--- config.mk ---
export PLATFORM = sky130hd
export DESIGN_NAME = elastic_pipe
export DESIGN_NICKNAME = d
export VERILOG_FILES = /design/src/rtl/elastic_pipe.sv
export SDC_FILE = /design/constraint.sdc
export NUM_CORES = 1
export LEC_CHECK = 0
export CAP_MARGIN = 20
export CORE_AREA = 2 2 39 41
export DETAILED_ROUTE_END_ITERATION = 6
export DIE_AREA = 0 0 41 43
export PLACE_DENSITY = 0.49
export SLEW_MARGIN = 20
export SYNTH_ARGS = -nofsm -noshare
export SYNTH_HDL_FRONTEND = slang
export SYNTH_SLANG_ARGS = --single-unit
--- constraint.sdc ---
create_clock -name clk -period 2.5 [get_ports clk]
set_input_delay 0.5 -clock clk [delete_from_list [all_inputs] [get_ports clk]]
set_output_delay 0.5 -clock clk [all_outputs]
set_load 0.03 [all_outputs]
--- src/rtl/elastic_pipe.sv ---
// rtl/elastic_pipe.sv - N-stage elastic register pipeline with valid/ready backpressure, flush and occupancy
// Each stage holds a data register and a valid bit. A stage may load whenever it is
// empty or the stage after it can move, so empty stages fill even while the output
// is stalled (bubbles collapse). Flush clears only the valid bits; data is don't-care
// once invalid.
module elastic_pipe #(
  parameter int               N           = 3,
  parameter int               WIDTH       = 1,
  parameter logic [WIDTH-1:0] RESET_VALUE = '0
) (
  input  logic                     clk,
  input  logic                     reset_n,
  input  logic                     flush,
  input  logic                     in_valid,
  output logic                     in_ready,
  input  logic [WIDTH-1:0]         in_data,
  output logic                     out_valid,
  input  logic                     out_ready,
  output logic [WIDTH-1:0]         out_data,
  output logic [$clog2(N+1)-1:0]   occupancy
);

  localparam int OW = $clog2(N + 1);

  logic [N-1:0]     valid_q;
  logic [WIDTH-1:0] data_q [N];
  logic [N-1:0]     rdy;
  logic [OW-1:0]    occ_q;
  logic             accept;
  logic             emit;

  // Readiness ripples from the output back toward the input; any empty stage
  // makes every stage upstream of it ready.
  always_comb begin
    rdy        = '0;
    rdy[N-1]   = !valid_q[N-1] | out_ready;
    for (int i = N - 2; i >= 0; i--) begin
      rdy[i] = !valid_q[i] | rdy[i+1];
    end
  end

  assign in_ready  = rdy[0] & !flush;
  assign out_valid = valid_q[N-1];
  assign out_data  = data_q[N-1];
  assign occupancy = occ_q;
  assign accept    = in_valid & in_ready;
  assign emit      = out_valid & out_ready;

  // Stage registers: reset loads RESET_VALUE, flush drops all valids, otherwise
  // each ready stage takes its predecessor (stage 0 takes the input port).
  always_ff @(posedge clk) begin
    if (!reset_n) begin
      valid_q <= '0;
      for (int i = 0; i < N; i++) begin
        data_q[i] <= RESET_VALUE;
      end
    end else if (flush) begin
      valid_q <= '0;
    end else begin
      if (rdy[0]) begin
        valid_q[0] <= in_valid;
        data_q[0]  <= in_data;
      end
      for (int i = 1; i < N; i++) begin
        if (rdy[i]) begin
          valid_q[i] <= valid_q[i-1];
          data_q[i]  <= data_q[i-1];
        end
      end
    end
  end

  // Occupancy tracks accepts minus emits; accept is impossible when full and
  // stalled, and emit is impossible when empty, so the count never wraps.
  always_ff @(posedge clk) begin
    if (!reset_n || flush) begin
      occ_q <= '0;
    end else begin
      case ({accept, emit})
        2'b10:   occ_q <= occ_q + OW'(1);
        2'b01:   occ_q <= occ_q - OW'(1);
        default: occ_q <= occ_q;
      endcase
    end
  end

  // The count must always agree with the number of set valid bits.
  occ_matches_valids: assert property (@(posedge clk) disable iff (!reset_n)
    int'(occ_q) == $countones(valid_q));

endmodule

**Word level (Yosys, flattened, before mapping)**

Memory sizes are Yosys's and may differ from the RTL's.
Cells that the tools add are included.

- Reductions and logical operators: 8
- Multiplexer cells: 17
- Bitwise gates (word level): 10
- $add $sub $neg: 2
- Equal/unequal tests: 2

Operators with widths:

| cell | count |
|---|---|
| $mux W1 | 16 |
| $or A1 B1 Y1 | 6 |
| $logic_not A1 Y1 | 5 |
| $pmux W2 S2 | 1 |
| $and A1 B1 Y1 | 3 |
| $add A2 B1 Y2 const B | 1 |
| $eq A2 B1 Y1 const B | 1 |
| $eq A2 B2 Y1 const B | 1 |
| $reduce_bool A2 Y1 | 1 |
| $reduce_or A2 Y1 | 1 |
| $sub A2 B1 Y2 const B | 1 |
| $logic_or A1 B1 Y1 | 1 |
| $not A1 Y1 | 1 |

- Logic and storage cells: 44
- Bits in registers: 5
- Output and inout bits: 5
- Input port bits: 6
- Memories: 1
- Memory bits (writable): 3

Memory list:

| memory | words | width | rd ports | clocked after Yosys merged registers in | write ports | RTL line | text |
|---|---|---|---|---|---|---|---|
| data_q | 3 | 1 | 3 | 0 | 3 | 26 | `logic [WIDTH-1:0] data_q [N];` |

**Depth between registers and ports, before layout**

Gate-level depths: netlist of the first run.

- Word-level depth: 9
- Gate-level depth with buffers: 7
- Gate-level depth less buffers: 7

**Worst setup path before layout of the first run**

OpenSTA, ideal clock, no wires.

- Path kind: input port to flip-flop
- Start point: in out_ready
- End point: reg occ_q[1], in the netlist occupancy[1]
- Buffers on the path: 0
- Stages on the path: 6
- Slack: 0.371 ns
- Data arrival time: 2.059 ns
- Cell sequence: and4b_1 -> nor2_1 -> nand2_1 -> ha_1 -> or3_1 -> a21oi_1

- Longest elaborated chain between the ends: 7
- Elaborated cells on any way between the ends: 10

Ends and longest elaborated chain:

| item | RTL line | text |
|---|---|---|
| start: declaration | 18 | `input logic out_ready,` |
| $or A1 B1 Y1 (*) | 36 | `rdy[N-1] = !valid_q[N-1] \| out_ready;` |
| $or A1 B1 Y1 (*) (2 in series) | 38 | `rdy[i] = !valid_q[i] \| rdy[i+1];` |
| $and A1 B1 Y1 (*) | 42 | `assign in_ready = rdy[0] & !flush;` |
| via in_ready | 15 | `output logic in_ready,` |
| $and A1 B1 Y1 (*) | 46 | `assign accept = in_valid & in_ready;` |
| $eq A2 B1 Y1 / $eq A2 B2 Y1 (equally long branches) | 79 | `case ({accept, emit})` |
| $pmux W2 S2 / $reduce_bool A2 Y1 (equally long branches) | n/a |  |
| end signal: assignment | 80 | `2'b10: occ_q <= occ_q + OW'(1);` |
| end signal: assignment | 81 | `2'b01: occ_q <= occ_q - OW'(1);` |
| end signal: assignment | 82 | `default: occ_q <= occ_q;` |
| end: declaration | 28 | `logic [OW-1:0] occ_q;` |

Mark *: on every way through the listed nets, which the timed path passes. The rest lies on a longest branch.
A chain may end at the register's enable or synchronous reset.

**Worst setup path in the final report of the first run**

- Start point: in out_ready
- End point: reg occ_q[1], in the netlist occupancy[1]

- Longest elaborated chain between the ends: 7
- Elaborated cells on any way between the ends: 10

Ends and longest elaborated chain:

| item | RTL line |
|---|---|
| $or A1 B1 Y1 | 36 |
| $or A1 B1 Y1 (2 in series) | 38 |
| $and A1 B1 Y1 | 42 |
| $and A1 B1 Y1 | 46 |
| $eq A2 B1 Y1 / $eq A2 B2 Y1 (equally long branches) | 79 |
| $pmux W2 S2 / $reduce_bool A2 Y1 (equally long branches) | n/a |

Several ways; a longest one is shown, not always the timed one.

==> out/results.txt, run 1 <==
Gate Count Post-Synth: 35
chip width: 41 µm
Total Power: 0.000283 W
Crit path arrival time: 2.31 ns
synth unique cells: 15
Final nets: 57
final worst path period share: 0.850
antenna-violating nets left: 0
startpoint types: primary input
pin count of the biggest net entering global routing: 7
final core occ: 0.353
Rows: 14
Seq cells post-synth: 8
total track usage: 0.107
Area growth syn-to-layout: 41.8%
number of global-route vias before repair: 297
Clock transition at path regs: 0.06 ns
share of cells above drive strength 1: 0.0816
Tmin final: 2.13 ns
Finished Layout Cells: 65
Max-Cap Viols: 0
Clock Skews: 0.00929 ns
FILL cells: 146
Synth Net Count: 42
slowest CP cell: clkdlybuf4s50_1
Mapped Avg Cell Area: 9.83 µm²
crit-path max cell delay: 0.50 ns
routed len/inst: 10.5 µm
share of the synthesized area in the top cell type: 0.291
Initial Util: 0.249
Setup Total Neg Slack: 0 ns
crit path cell chain: clkdlybuf4s50_1 -> and4b_1 -> nor2_1 -> nand2_1 -> ha_1 -> or3_1 -> a21oi_1
synthesized cell area: 344 µm²
initial DRC count: 2
Resize count post-CTS: 0
diode count: 0
top_reg_cell synth: dfxtp_1
HPWL after DPL: 554 µm
highest clock rate: 470 MHz
Critical Path End Type: flip-flop
final WL: 681 µm
initial antenna violation count: 0
core box area: 0.00138 mm²
sequential element share of the synthesized area: 0.553
# hold bufs at CTS: 0
clock tree buffer depth: 2
DRC Markers: 0
Crit Path Class: primary input to flip-flop
top-count cell post-synth: nor2_1
YS warnings: 0
cts bufs inserted: 3
die area: 0.00176 mm²
post-CTS setup buffers: 0
Root Buffer: clkbuf_4
clock sinks: 8
Post-synth EDFFs: 3
worst skew pair latency: 0.26 ns
Commonest cells post-synth: nor2_1 (8), dfxtp_1 (5), and2_1 (4)
Final Max Tran Viols: 0
GP Congestion: 0.697
Cell Pwr Density: 581 mW/mm²
Worst VDD drop: 200 µV
H-tree level count: 1
IO Pins: 11
CTS tree: built
Synth area leader: dfxtp_1
normalized max-slew margin: 0.796
ranking of synthesized cells by area: dfxtp_1 (29%), edfxtp_1 (26%), nor2_1 (8.7%)
Die Y: 43 µm
Synth async-reset ratio: 0
Inst Count DP: 61
RSZ-0062 raised after global routing: no
Worst Tran Pin Value: 0.305 ns
data required time of the worst path: 2.69 ns
post-route cell area: 488 µm²
DR vias: 295
HP Class: flip-flop to flip-flop
grt total ovfl: 0
leakage power: 0.191 nW
Port Buffer Count: 10
first-pass GRT wire length: 1150 µm
Via-to-Cell Ratio: 4.54
placed cell area: 462 µm²
status: finished, final reports clean
crit-path max FO: 4
Pre-antenna DRT Iters: 2
Final Hold Viols: 0
Final setup viols: 0
-- worst paths after layout --
path / start / end / slack [ns] / cells after the start
max: out_ready / occupancy[1]$_SDFFE_PP0P_ / 0.37 / 7
min: valid_q[0]$_SDFFE_PP0N_ / valid_q[1]$_SDFFE_PP0P_ / 0.47 / 2
max reg2reg: valid_q[2]$_SDFFE_PP0P_ / occupancy[1]$_SDFFE_PP0P_ / 0.79 / 6
min reg2reg: valid_q[0]$_SDFFE_PP0N_ / valid_q[1]$_SDFFE_PP0P_ / 0.47 / 2
-- metal layers --
layer  vias up  track usage  routed length (µm)
met5         -            0                   0
met4         0        0.120                  40
met3         5       0.0419                  55
met2        10        0.159                 328
met1       134       0.0957                 256
li1        146            -                   -
-- where the power goes --
part	switching, W	internal, W
Clock	0.0000475	0.0000613
Sequential	0.00000221	0.000141
Combinational	0.0000155	0.0000162
-- per-stage QoR --
stage / hold WS, ns / setup slack [ns]
2_1_floorplan: 0.430 / 0.371
3_3_place_gp: 0.453 / 0.174
3_5_place_dp: 0.483 / 0.117
4_1_cts: 0.484 / 0.377
5_1_grt: 0.548 / 0.251
6_report: 0.475 / 0.374
-- sequential cells by signal (all words and copies together), names as in the netlist --
signal and count:
data_q 3, valid_q 3, occupancy 2
-- cell usage in the layout, fill, tap and decap left out --
cell type / Yosys / layout
buf_4: 0 / 1
or3_1: 1 / 1
clkbuf_1: 0 / 1
nor2_1: 8 / 8
and4b_1: 1 / 1
nand2b_1: 1 / 1
nand2_1: 2 / 2
clkbuf_4: 0 / 3
a21o_1: 1 / 1
clkdlybuf4s50_1: 0 / 9
dfxtp_1: 5 / 5
a21oi_1: 2 / 2
and2_1: 4 / 4
xnor2_1: 1 / 1
edfxtp_1: 3 / 3
o21ai_0: 3 / 3
ha_1: 1 / 1
nor2b_1: 1 / 1
xor2_1: 1 / 1
-- critical path, delay by kind of cell --
family | cells | cell delay, ns
AOI/OAI and AO/OA | 1 | 0.14
adders and majority gates | 1 | 0.31
and+or+nand+nor | 4 | 0.87
buffers and inverters | 1 | 0.50
-- area by class of cell --
| cell class | instances | area [µm²] | share of cell area |
|---|---|---|---|
| repair buffers | 10 | 97.6 | 0.200 |
| multi-input cells | 27 | 154 | 0.315 |
| clock buffers | 4 | 26.3 | 0.0538 |
| flip-flops and latches | 8 | 190 | 0.390 |
| well taps | 16 | 20.0 | 0.0410 |
-- cell families (layout without fill, tap and decap cells) --
logic type                 after synthesis  count (layout)  synth area share
DFF                                      8               8             0.553
adders and majority gates                1               1            0.0364
xor gates and xnor gates                 2               2            0.0509
buffers and inverters                    0              14                 0
and+or+nand+nor                         18              18             0.265
AOI/OAI and AO/OA                        6               6            0.0945
Note: power is estimated with default switching activity, not from simulation.
==> run 2, diff against run 1 <==
Settings changed: TNS_END_PERCENT set to 50.
==> results of run 2 <==
Final layout, timing and power as in run 1 (identical DEF).
==> run 3, diff against run 2 <==
Settings changed: CAP_MARGIN 20 to 40.
==> results of run 3 <==
Final layout, timing and power as in run 1 (identical DEF).
